File: src/rtl/polyphase_sum.sv
// polyphase_sum: recombines the eight Rx polyphase FIR lane outputs into
// complete sets, one sample per lane. Each completed set is summed through a
// registered adder tree to form the decimated output stream.
//
// Optional build macro: POLYPHASE_SUM_SAT_EN
//   defined   -> the output stage saturates the full-precision sum to OUT_W
//   undefined -> the output stage wraps, keeping the low OUT_W bits
// Latency from the completing cycle to sum_tvalid is 4 cycles in both builds.
//
// The tree is three levels deep, so LANES is fixed at 8. OUT_W must not
// exceed DATA_W+3.

module polyphase_sum #(
  parameter int LANES  = 8,
  parameter int DATA_W = 32,
  parameter int OUT_W  = 32
) (
  input  logic                             clk,
  input  logic                             rst,
  input  logic [LANES-1:0][DATA_W-1:0]     polyphase_output,
  input  logic [LANES-1:0]                 polyphase_output_tvalid,
  output logic signed [OUT_W-1:0]          sum_tdata,
  output logic                             sum_tvalid,
  output logic [LANES-1:0]                 lane_pending,
  output logic                             overrun,
  output logic                             overrun_sticky
);

  // Each tree level grows the sum by one bit, so no level can overflow.
  localparam int S1_W = DATA_W + 1;
  localparam int S2_W = DATA_W + 2;
  localparam int S3_W = DATA_W + 3;

  // Per-lane capture state.
  logic [LANES-1:0][DATA_W-1:0] hold;
  logic [LANES-1:0]             pend;

  // Next-state controls for the capture registers.
  logic                         complete;
  logic [LANES-1:0]             pend_next;
  logic [LANES-1:0]             load;
  logic                         drop;
  logic [LANES-1:0][DATA_W-1:0] operand;

  // Adder tree registers and the valid pipe that travels beside them.
  logic [S1_W-1:0]  s1 [LANES/2];
  logic [S2_W-1:0]  s2 [LANES/4];
  logic [S3_W-1:0]  s3;
  logic [OUT_W-1:0] out_q;
  logic [OUT_W-1:0] out_next;
  logic [3:0]       vld;

  // Alignment decision: detect a complete set, pick each lane's operand, and
  // work out which lanes load, stay pending or drop their new sample.
  always_comb begin
    // NOTE: every signal driven here gets a default first, so no path through
    // the block leaves a value unassigned and no latch is inferred.
    complete  = &(pend | polyphase_output_tvalid);
    pend_next = pend;
    load      = '0;
    drop      = 1'b0;
    operand   = polyphase_output;
    for (int i = 0; i < LANES; i++) begin
      if (pend[i]) begin
        operand[i] = hold[i];
      end
      if (complete) begin
        // A lane that is both pending and valid seeds the next set; this is
        // not an overrun, its held sample is consumed by the current set.
        load[i]      = pend[i] & polyphase_output_tvalid[i];
        pend_next[i] = pend[i] & polyphase_output_tvalid[i];
      end else begin
        load[i]      = polyphase_output_tvalid[i] & ~pend[i];
        pend_next[i] = pend[i] | polyphase_output_tvalid[i];
        drop         = drop | (polyphase_output_tvalid[i] & pend[i]);
      end
    end
  end

  // Capture registers, pending bits and the overrun flags.
  // NOTE: sequential state is written with non-blocking assignments so every
  // register samples the pre-edge values, independent of statement order.
  always_ff @(posedge clk or posedge rst) begin
    if (rst) begin
      // NOTE: the hold registers are reset even though pend gates their use;
      // a reset must leave no stale lane data behind in any register.
      hold           <= '0;
      pend           <= '0;
      overrun        <= 1'b0;
      overrun_sticky <= 1'b0;
    end else begin
      for (int i = 0; i < LANES; i++) begin
        if (load[i]) begin
          hold[i] <= polyphase_output[i];
        end
      end
      pend    <= pend_next;
      overrun <= drop;
      if (drop) begin
        overrun_sticky <= 1'b1;
      end
    end
  end

  // Output reduction from full precision to OUT_W: saturate or wrap.
  always_comb begin
    out_next = s3[OUT_W-1:0];
`ifdef POLYPHASE_SUM_SAT_EN
    // The sum fits in OUT_W only when every bit above the output sign bit
    // matches the output sign bit.
    if (!((s3[S3_W-1:OUT_W-1] == '0) || (s3[S3_W-1:OUT_W-1] == '1))) begin
      out_next = s3[S3_W-1] ? {1'b1, {(OUT_W-1){1'b0}}}
                            : {1'b0, {(OUT_W-1){1'b1}}};
    end
`endif
  end

  // Adder tree: three registered levels of sign-extended pairwise sums,
  // then the output register.
  always_ff @(posedge clk or posedge rst) begin
    if (rst) begin
      for (int j = 0; j < LANES/2; j++) begin
        s1[j] <= '0;
      end
      for (int j = 0; j < LANES/4; j++) begin
        s2[j] <= '0;
      end
      s3    <= '0;
      out_q <= '0;
    end else begin
      for (int j = 0; j < LANES/2; j++) begin
        s1[j] <= {operand[2*j][DATA_W-1], operand[2*j]}
               + {operand[2*j+1][DATA_W-1], operand[2*j+1]};
      end
      for (int j = 0; j < LANES/4; j++) begin
        s2[j] <= {s1[2*j][S1_W-1], s1[2*j]} + {s1[2*j+1][S1_W-1], s1[2*j+1]};
      end
      s3    <= {s2[0][S2_W-1], s2[0]} + {s2[1][S2_W-1], s2[1]};
      out_q <= out_next;
    end
  end

  // Valid pipe: one bit per tree stage, so the strobe lands with its sum.
  always_ff @(posedge clk or posedge rst) begin
    if (rst) begin
      vld <= '0;
    end else begin
      vld <= {vld[2:0], complete};
    end
  end

  assign sum_tdata    = out_q;
  assign sum_tvalid   = vld[3];
  assign lane_pending = pend;

endmodule

File: config.mk
export PLATFORM = sky130hd
export DESIGN_NAME = polyphase_sum
export DESIGN_NICKNAME = d
export VERILOG_FILES = /design/src/rtl/polyphase_sum.sv
export SDC_FILE = /design/constraint.sdc
export NUM_CORES = 1
export LEC_CHECK = 0
export ABC_AREA = 1
export BUFFER_PORTS_ARGS = -buffer_cell sky130_fd_sc_hd__buf_2
export CAP_MARGIN = 0
export CORE_MARGIN = 2
export CORE_UTILIZATION = 60
export CTS_CLUSTER_SIZE = 25
export DETAILED_ROUTE_END_ITERATION = 8
export PLACE_DENSITY = 0.88
export SYNTH_ARGS = -nofsm -noshare
export SYNTH_HDL_FRONTEND = slang
export SYNTH_SLANG_ARGS = --single-unit
File: constraint.sdc
create_clock -name clk -period 20.8 [get_ports clk]
set_clock_uncertainty 0.15 [all_clocks]
set_input_delay 2.08 -clock clk [delete_from_list [all_inputs] [get_ports clk]]
set_output_delay 2.08 -clock clk [all_outputs]
set_load 0.1 [all_outputs]
-- Word-level counts from Yosys, hierarchy flattened
Index checks and enable logic that the tools add are counted.
Widths: inputs -> output; s select.
- register bits: 526
- input port bits: 266
- output and inout bits: 43
- logic and storage cells: 100
- add/sub/neg operators: 7
- multiplexer cells: 32
- bitwise operators: 40
- reduce and logical (&&, ||, !) cells: 1
- operators with widths (kind ; number):
    $mux 32 ; 8
    $add 32x32->32 ; 7
    $mux 1 ; 24
    $and 1x1->1 ; 16
    $or 1x1->1 ; 15
    $not 1->1 ; 8
    $or 8x8->8 ; 1
    $reduce_and 8->1 ; 1

-- Depth between registers and ports, before layout
Gate-level depths: netlist (run 1).
- word-level depth: 17
- mapped depth: 17
- mapped depth without buffers: 15

-- Worst setup path before layout (run 1)
Ideal clock, no wire load.
- path kind: input port to flip-flop
- start point: input polyphase_output[32] (netlist bit)
- end point: register s1[127] (netlist bit)
- library setup time: 0.117 ns
- data arrival time: 3.506 ns
- required time: 20.533 ns
- path slack: 17.028 ns
- cell stages on the path: 13
- path buffers: 0
- path through: nand2_1 nand2_1 ha_1 inv_1 fa_1 inv_1 nand3_1 nand3_1 nand3_1 nand3_1 nand2_1 nand3_1 nand2_1
- word-level cells in the longest chain between the ends: 2
- RTL lines (what ; line ; RTL):
    from (decl) ; 20 ; input logic [LANES-1:0][DATA_W-1:0] polyphase_output,
    $mux 32 ; 64 ; if (pend[i]) begin
    $add 32x32->32 ; 133 ; + {operand[2*j+1][DATA_W-1], operand[2*j+1]};
    to (signal, indexed assignment) ; 132 ; s1[j] <= {operand[2*j][DATA_W-1], operand[2*j]}
    to (decl) ; 46 ; logic [S1_W-1:0] s1 [LANES/2];
Every way passes these cells.
A chain may end at the register's enable or synchronous reset.

==> results of run 1 <==
area by class of cell:
class                      instances  area share [%]
multi-input combinational       4291            48.2
sequential                       526            32.3
inverter                         848            7.84
timing repair buffer             341            4.39
clock buffer                      70            3.84
tap                              782            2.40
clock inverter                    28           0.986
metal layers:
layer	global-route usage, %	routed length, um
met5	0	13
met1	46.8	45900
met4	12.7	4050
met3	4.52	8200
met2	51.1	44800
cells in the final DEF, fill, tap and decap left out, types with 4 or more instances in the layout:
cell type / count
inv_2: 4
fa_1: 7
clkinv_2: 9
a21oi_1: 151
clkbuf_16: 57
clkbuf_1: 4
ha_1: 217
inv_6: 4
nor3_1: 21
buf_4: 33
o21bai_1: 21
buf_2: 308
o21ai_0: 9
nor2_1: 282
xnor2_1: 19
nand4_1: 39
dfrtp_1: 526
a21o_1: 7
nand3_1: 394
clkinvlp_4: 4
or2_2: 14
bufinv_16: 9
inv_1: 842
nand2_1: 3018
xor2_1: 86
clkbuf_8: 9
logic make-up after synthesis:
kind of cell	after synthesis	synth area share, %
simple gates	3771	40.7
fa+ha+maj	224	7.83
buf+inv	971	10.1
flops	526	36.1
xor+xnor	105	2.52
compound gates	191	2.82
registers in the layout, indices dropped and copies added (netlist names):
register / count
hold: 256
overrun: 1
overrun_sticky: 1
s3: 32
s1: 128
sum_tdata: 32
vld: 4
s2: 64
lane_pending: 8
worst reg2reg max path, stage by stage, from the launching register on:
cell and delay [ps]:
dfrtp_1 320, buf_4 390, inv_2 420, nand2_1 190, nand2_1 100, nor3_4 140
buf_4 230, nand4_1 390, buf_4 400, nand2_1 840, nand2_1 210, nand2_1 130
how the worst max path moves through the flow:
stage	startpoint	end	slack (ps)	cells after the start
final	rst	sum_tdata[21]	15900	5
after global routing	rst	hold[57]	15300	5
after CTS	rst	hold[57]	15770	5
after detailed placement	rst	hold[57]	15130	5
after global placement	rst	hold[57]	15240	5
after floorplan	rst	hold[0]	3870	1
stage by stage:
stage	cells	worst slack, ps	instance area [um2]
2_1_floorplan	5788	3870	36500
3_3_place_gp	6788	15240	38800
3_5_place_dp	6788	15130	38800
4_1_cts	6886	15770	40700
5_1_grt	6886	15300	40700
6_report	6886	15900	40700
==> impl_results.md, run 1 <==
- Inserted Clock Buffers: between 50 and 60
- Leading area contributor after synthesis: dfrtp_1
- TritonRoute pass-1 iters: 7
- Reg-to-Reg Start: lane_pending[0]
- Layout cells sized above 1: under 10%
- Slowest stage delay, CP: 880 ps
- Final core utilization: 67.6%
- FILL cells: 5330
- DRT antenna net count: 0
- R2R Setup Slk: approximately 17000 ps
- Clk root buf: clkbuf_16
- # DRC: 0
- Post-DP HPWL: 80.2 mm
- Postcts setup bufs: 0
- Vias in the first global route: 33433
- CP cell instances: buf_2 > inv_8 > buf_4 > buf_4 > buf_4
- Register area share after synthesis: between 30% and 40%
- Final Setup Violations: 0
- Syn Inst Count: 5788
- Hold Crit Class: reg -> reg
- Max-slew headroom: 25.6%
- Largest net degree at the start of global routing: 107
- Final #Nets: 6553
- Critical Path Slowest Stage Cell: buf_4
- Worst Hold Margin: 197 ps
- Top FF cell, synth: dfrtp_1
- Asr flop ratio synth: between 90% and 100%
- N_diodes: 0
- Period utilisation layout: 23.6%
- Crit path top cell by count: buf_4
- TritonCTS clock tree: yes
- Area occupied by registers: 13200 um2
- Unrepaired setup endpoints after global routing: false
- Worst Hold Depth: 0
- WP data arrival: 5390 ps
- Top delay family on crit path: buffers and inverters
- Input/output buffers: roughly 310
- Most frequent cell after synthesis: nand2_1
- Yosys reg bits: 526
- Number of synthesized flops with an enable pin: 0
- Buf/Inv on CP: 5
- Synth area leaders: dfrtp_1 (36%), nand2_1 (31%), inv_1 (8.7%), ha_1 (7.4%), nand3_1 (5.4%)
- Critical path required time: roughly 21000 ps
- Worst-path clk slew: 60 ps
- GRT Overall Usage: between 30% and 40%
- Average wire per standard cell: 15.0 um
- Yosys cell types: 24
- Antenna violations before repair: 1
- Max Cap Viol: 0
- Post-CTS Hold Fix Bufs: 0
- Critical Path Start Type: primary input
- Mean Syn Cell Area: 6.30 um2
- Crit Path Max Fanout: 106
- Fin. Hold Viols: 0
- Reg2Reg Capture Point: hold[74]
- Tmin final: 4900 ps
- Slew Viols, Final: 0
- Syn_nets: around 6300
- GP Congestion: 0.961
- Hold worst-path end: sum_tdata[16]
- Final wirelength: 103 mm
- H-tree lvl count: 2
- Slew @ Worst Pin: 1110 ps
- Endpoint class of the critical path: asynchronous set/reset pin
- Total gr overflow: 0
- WS Path Type: in -> async
- HP Start: s3[16]
- Avg Vias per Cell: 5.25
- Area of the multi-input gates: 19600 um2
- CTS sink count: 526
- PostCTS Resize Cnt: 0
- Worst-Skew Late Latency: about 620 ps
- Commonest cells in the netlist: nand2_1 (3018), inv_1 (843), dfrtp_1 (526)
- Die X: 251 um
- DIE AREA: 62800 um2
- Initial core utilization: 60.5%
- Routed vias: 36163
- Global-route wire length before repair: 168 mm
- Synth-to-layout area growth: 11.7%
- Count of warnings emitted by yosys: 0
- Post-Syn Area: about 36000 um2
- Fmax: 204 MHz
- Top Ports: 309
- Drt initial violations: 3295
- Core footprint: 60200 um2
- Row count: 90
- Share of the synthesized area in the top cell type: 36.1%
- Die Y: 251 um
- Setup TNS Final: 0 ps
- Status: finished clean
- CTS Buffer Depth: 3
- R2R depth: 11
Power of run 1 is left out: the tool's default activity adds up to more than one toggle a clock period on the data nets, which glitch-free logic cannot reach.
==> inputs of run 2 (changes only) <==
Settings changed: CORE_UTILIZATION 60 to 56, PLACE_DENSITY 0.88 to 0.86.
Clock period 20.8 ns to 4.4 ns, I/O delays scaled along.
==> run 2 against run 1 <==
Effect of this change:
- worst setup slack worse by 15000 ps
- sequential cell count unchanged
- final cell count up 5.2%
- first-iteration DRC count up 34%
- hold slack worse by 180 ps
- register-to-register slack worse by 16000 ps
- count of clock-buffer cells in the layout down 1
- via count up 7.0%
- cell area up 7.4%
- die area up 7.0%
- sequential share of layout area down 2.2 points
- utilization up 0.28 points
- critical path type is now in -> reg
- highest routed layer is now met4
==> impl_results.md, run 2 (synthesized netlist as in run 1, its figures left out) <==
- Unrepaired setup endpoints after global routing: false
- GRT Overall Usage: 35.4% (+2.5 points)
- Avg Vias per Cell: 5.34 (+1.7%)
- Largest register FFs: 256 (unchanged)
- Tmin final: 3540 ps
- Crit Path Max Fanout: 33 (-69%)
- Top Ports: 309 (unchanged)
- Status: finished clean
- FILL cells: 5542 (+4.0%)
- GP Congestion: 0.974 (+1.3%)
- Die Y: 259 um (+3.5%)
- Period utilisation layout: 80.4%
- Worst-path clk slew: 80 ps (+20 ps)
- Inserted Clock Buffers: 59 (+7.3%)
- DRT antenna net count: 0 (unchanged)
- Slew @ Worst Pin: 1310 ps (+196 ps)
- Slew Viols, Final: 0 (unchanged)
- Layout cells sized above 1: 7.49% (-0.016 points)
- Max Cap Viol: 0 (unchanged)
- Core footprint: 64500 um2 (+7.0%)
- Dpl cells: 6868 (+1.2%)
- Area of the multi-input gates: 19600 um2 (unchanged)
- Hold Crit Class: in -> reg
- Final Setup Violations: 0 (unchanged)
- Global-route wire length before repair: 191 mm (+14%)
- DIE AREA: 67200 um2 (+7.0%)
- Fmax: 283 MHz
- Total gr overflow: 0 (unchanged)
- Final #Nets: 6826 (+4.2%)
- # DRC: 0 (unchanged)
- Fin. Hold Viols: 0 (unchanged)
- H-tree lvl count: 2 (unchanged)
- Top reg by flops: hold
- WS Path Type: in -> reg
- TritonCTS clock tree: yes
- Routed vias: 38695 (+7.0%)
- Endpoint class of the critical path: flip-flop
- Synth-to-layout area growth: 20.0%
- Critical path required time: 4740 ps (-16550 ps)
- Critical Path Start Type: primary input
- CTS sink count: 526 (unchanged)
- Antenna violations before repair: 5 (+4)
- Average wire per standard cell: 16.4 um (+9.5%)
- Commonest non-fill, non-tap cells in the layout: nand2_1 (3018), inv_1 (842), dfrtp_1 (526)
- Initial core utilization: 56.6% (-4.0 points)
- Final wirelength: 119 mm (+15%)
- Postcts setup bufs: 0 (unchanged)
- WP data arrival: 3880 ps (-1510 ps)
- CTS Buffer Depth: 3 (unchanged)
- TritonRoute pass-1 iters: 9 (+2)
- Row count: 93 (+3.3%)
- Die X: 259 um (+3.5%)
- Vias in the first global route: 36768 (+10%)
- Input/output buffers: 308 (unchanged)
- Area occupied by registers: 13200 um2 (unchanged)
- Clk root buf: clkbuf_16
- Post-DP HPWL: 84.1 mm (+4.9%)
- Drt initial violations: 4404 (+34%)
- Commonest non-fill, non-tap cell in the layout: nand2_1
- Largest net degree at the start of global routing: 117 (+9.3%)
- Worst-Skew Late Latency: 640 ps (+20 ps)
- Layout Cells excl Fill: 7244 (+5.2%)
- Max-slew headroom: 12.5% (-13 points)
- Biggest regs: hold (256), s1 (128), s2 (64)
==> run 2: cell types whose count changed in the layout (fill, tap and decap cells not counted), sizes merged, moves of 3 or more <==
cell | previous run | this run
diode | 0 | 5
clkinvlp | 4 | 7
buf | 341 | 348
dlygate4sd3 | 0 | 262
inv | 851 | 854
clkinv | 12 | 17
==> run 2: metal layers <==
metal	up-vias	global-route usage, %	wire [um]
met5	-	0	0
met4	0	13.6	5220
met3	473	5.15	10400
met2	2151	56.4	52500
met1	17462	48.9	50500
li1	18609	-	-
==> run 2: final timing paths <==
check                                           start              end  slack (ps)  depth (start not counted)
setup reg to reg                      lane_pending[6]        hold[240]         900                         11
hold / removal             polyphase_output_tvalid[2]  lane_pending[2]          20                          3
min in group asynchronous                         rst        hold[248]         450                          3
setup / recovery           polyphase_output_tvalid[1]        hold[240]         860                         14
max in group asynchronous                         rst         hold[86]        2510                          4
hold reg to reg                                s3[27]    sum_tdata[27]         200                          0
==> run 2: area by class of cell <==
type	instances	share of cell area, %
multi-input combinational	4291	44.9
sequential	526	30.1
timing repair buffer	610	10.4
inverter	848	7.29
clock buffer	69	3.69
tap	855	2.44
clock inverter	40	1.22
antenna	5	0.0286
==> run 2: through the flow <==
| stage | setup TNS [ps] | hold slack (ps) | util [%] | worst slack (ps) | cell area [um2] |
|---|---|---|---|---|---|
| after floorplan | -1755870 | 181 | - | -3340 | 36500 |
| after global placement | 0 | 182 | 60.5 | 1090 | 39000 |
| after detailed placement | 0 | 185 | 60.5 | 998 | 39000 |
| after CTS | 0 | 7.60 | 67.9 | 1050 | 43700 |
| after global routing | 0 | 29.7 | 67.9 | 699 | 43800 |
| final | 0 | 20.9 | 67.9 | 862 | 43800 |
==> run 2: critical path, stage by stage <==
cell and delay (ps):
dlygate4sd3_1 530, buf_2 170, inv_1 70, nand2_1 90, nand2_1 90, nor3_4 110
buf_4 240, nand2_2 230, buf_4 240, nand3_1 70, buf_4 370, nand2_1 780
nand2_1 330, nand2_1 90
==> run 2: what timing repair did <==
| action | CTS | global route |
|---|---|---|
| endpoints found under the hold margin | 286 | 0 |
| endpoints found under the setup margin | 0 | 0 |
| hold buffers | 262 | 0 |
| gates resized for setup | 0 | 0 |
Power of run 2 is left out for the same reason.
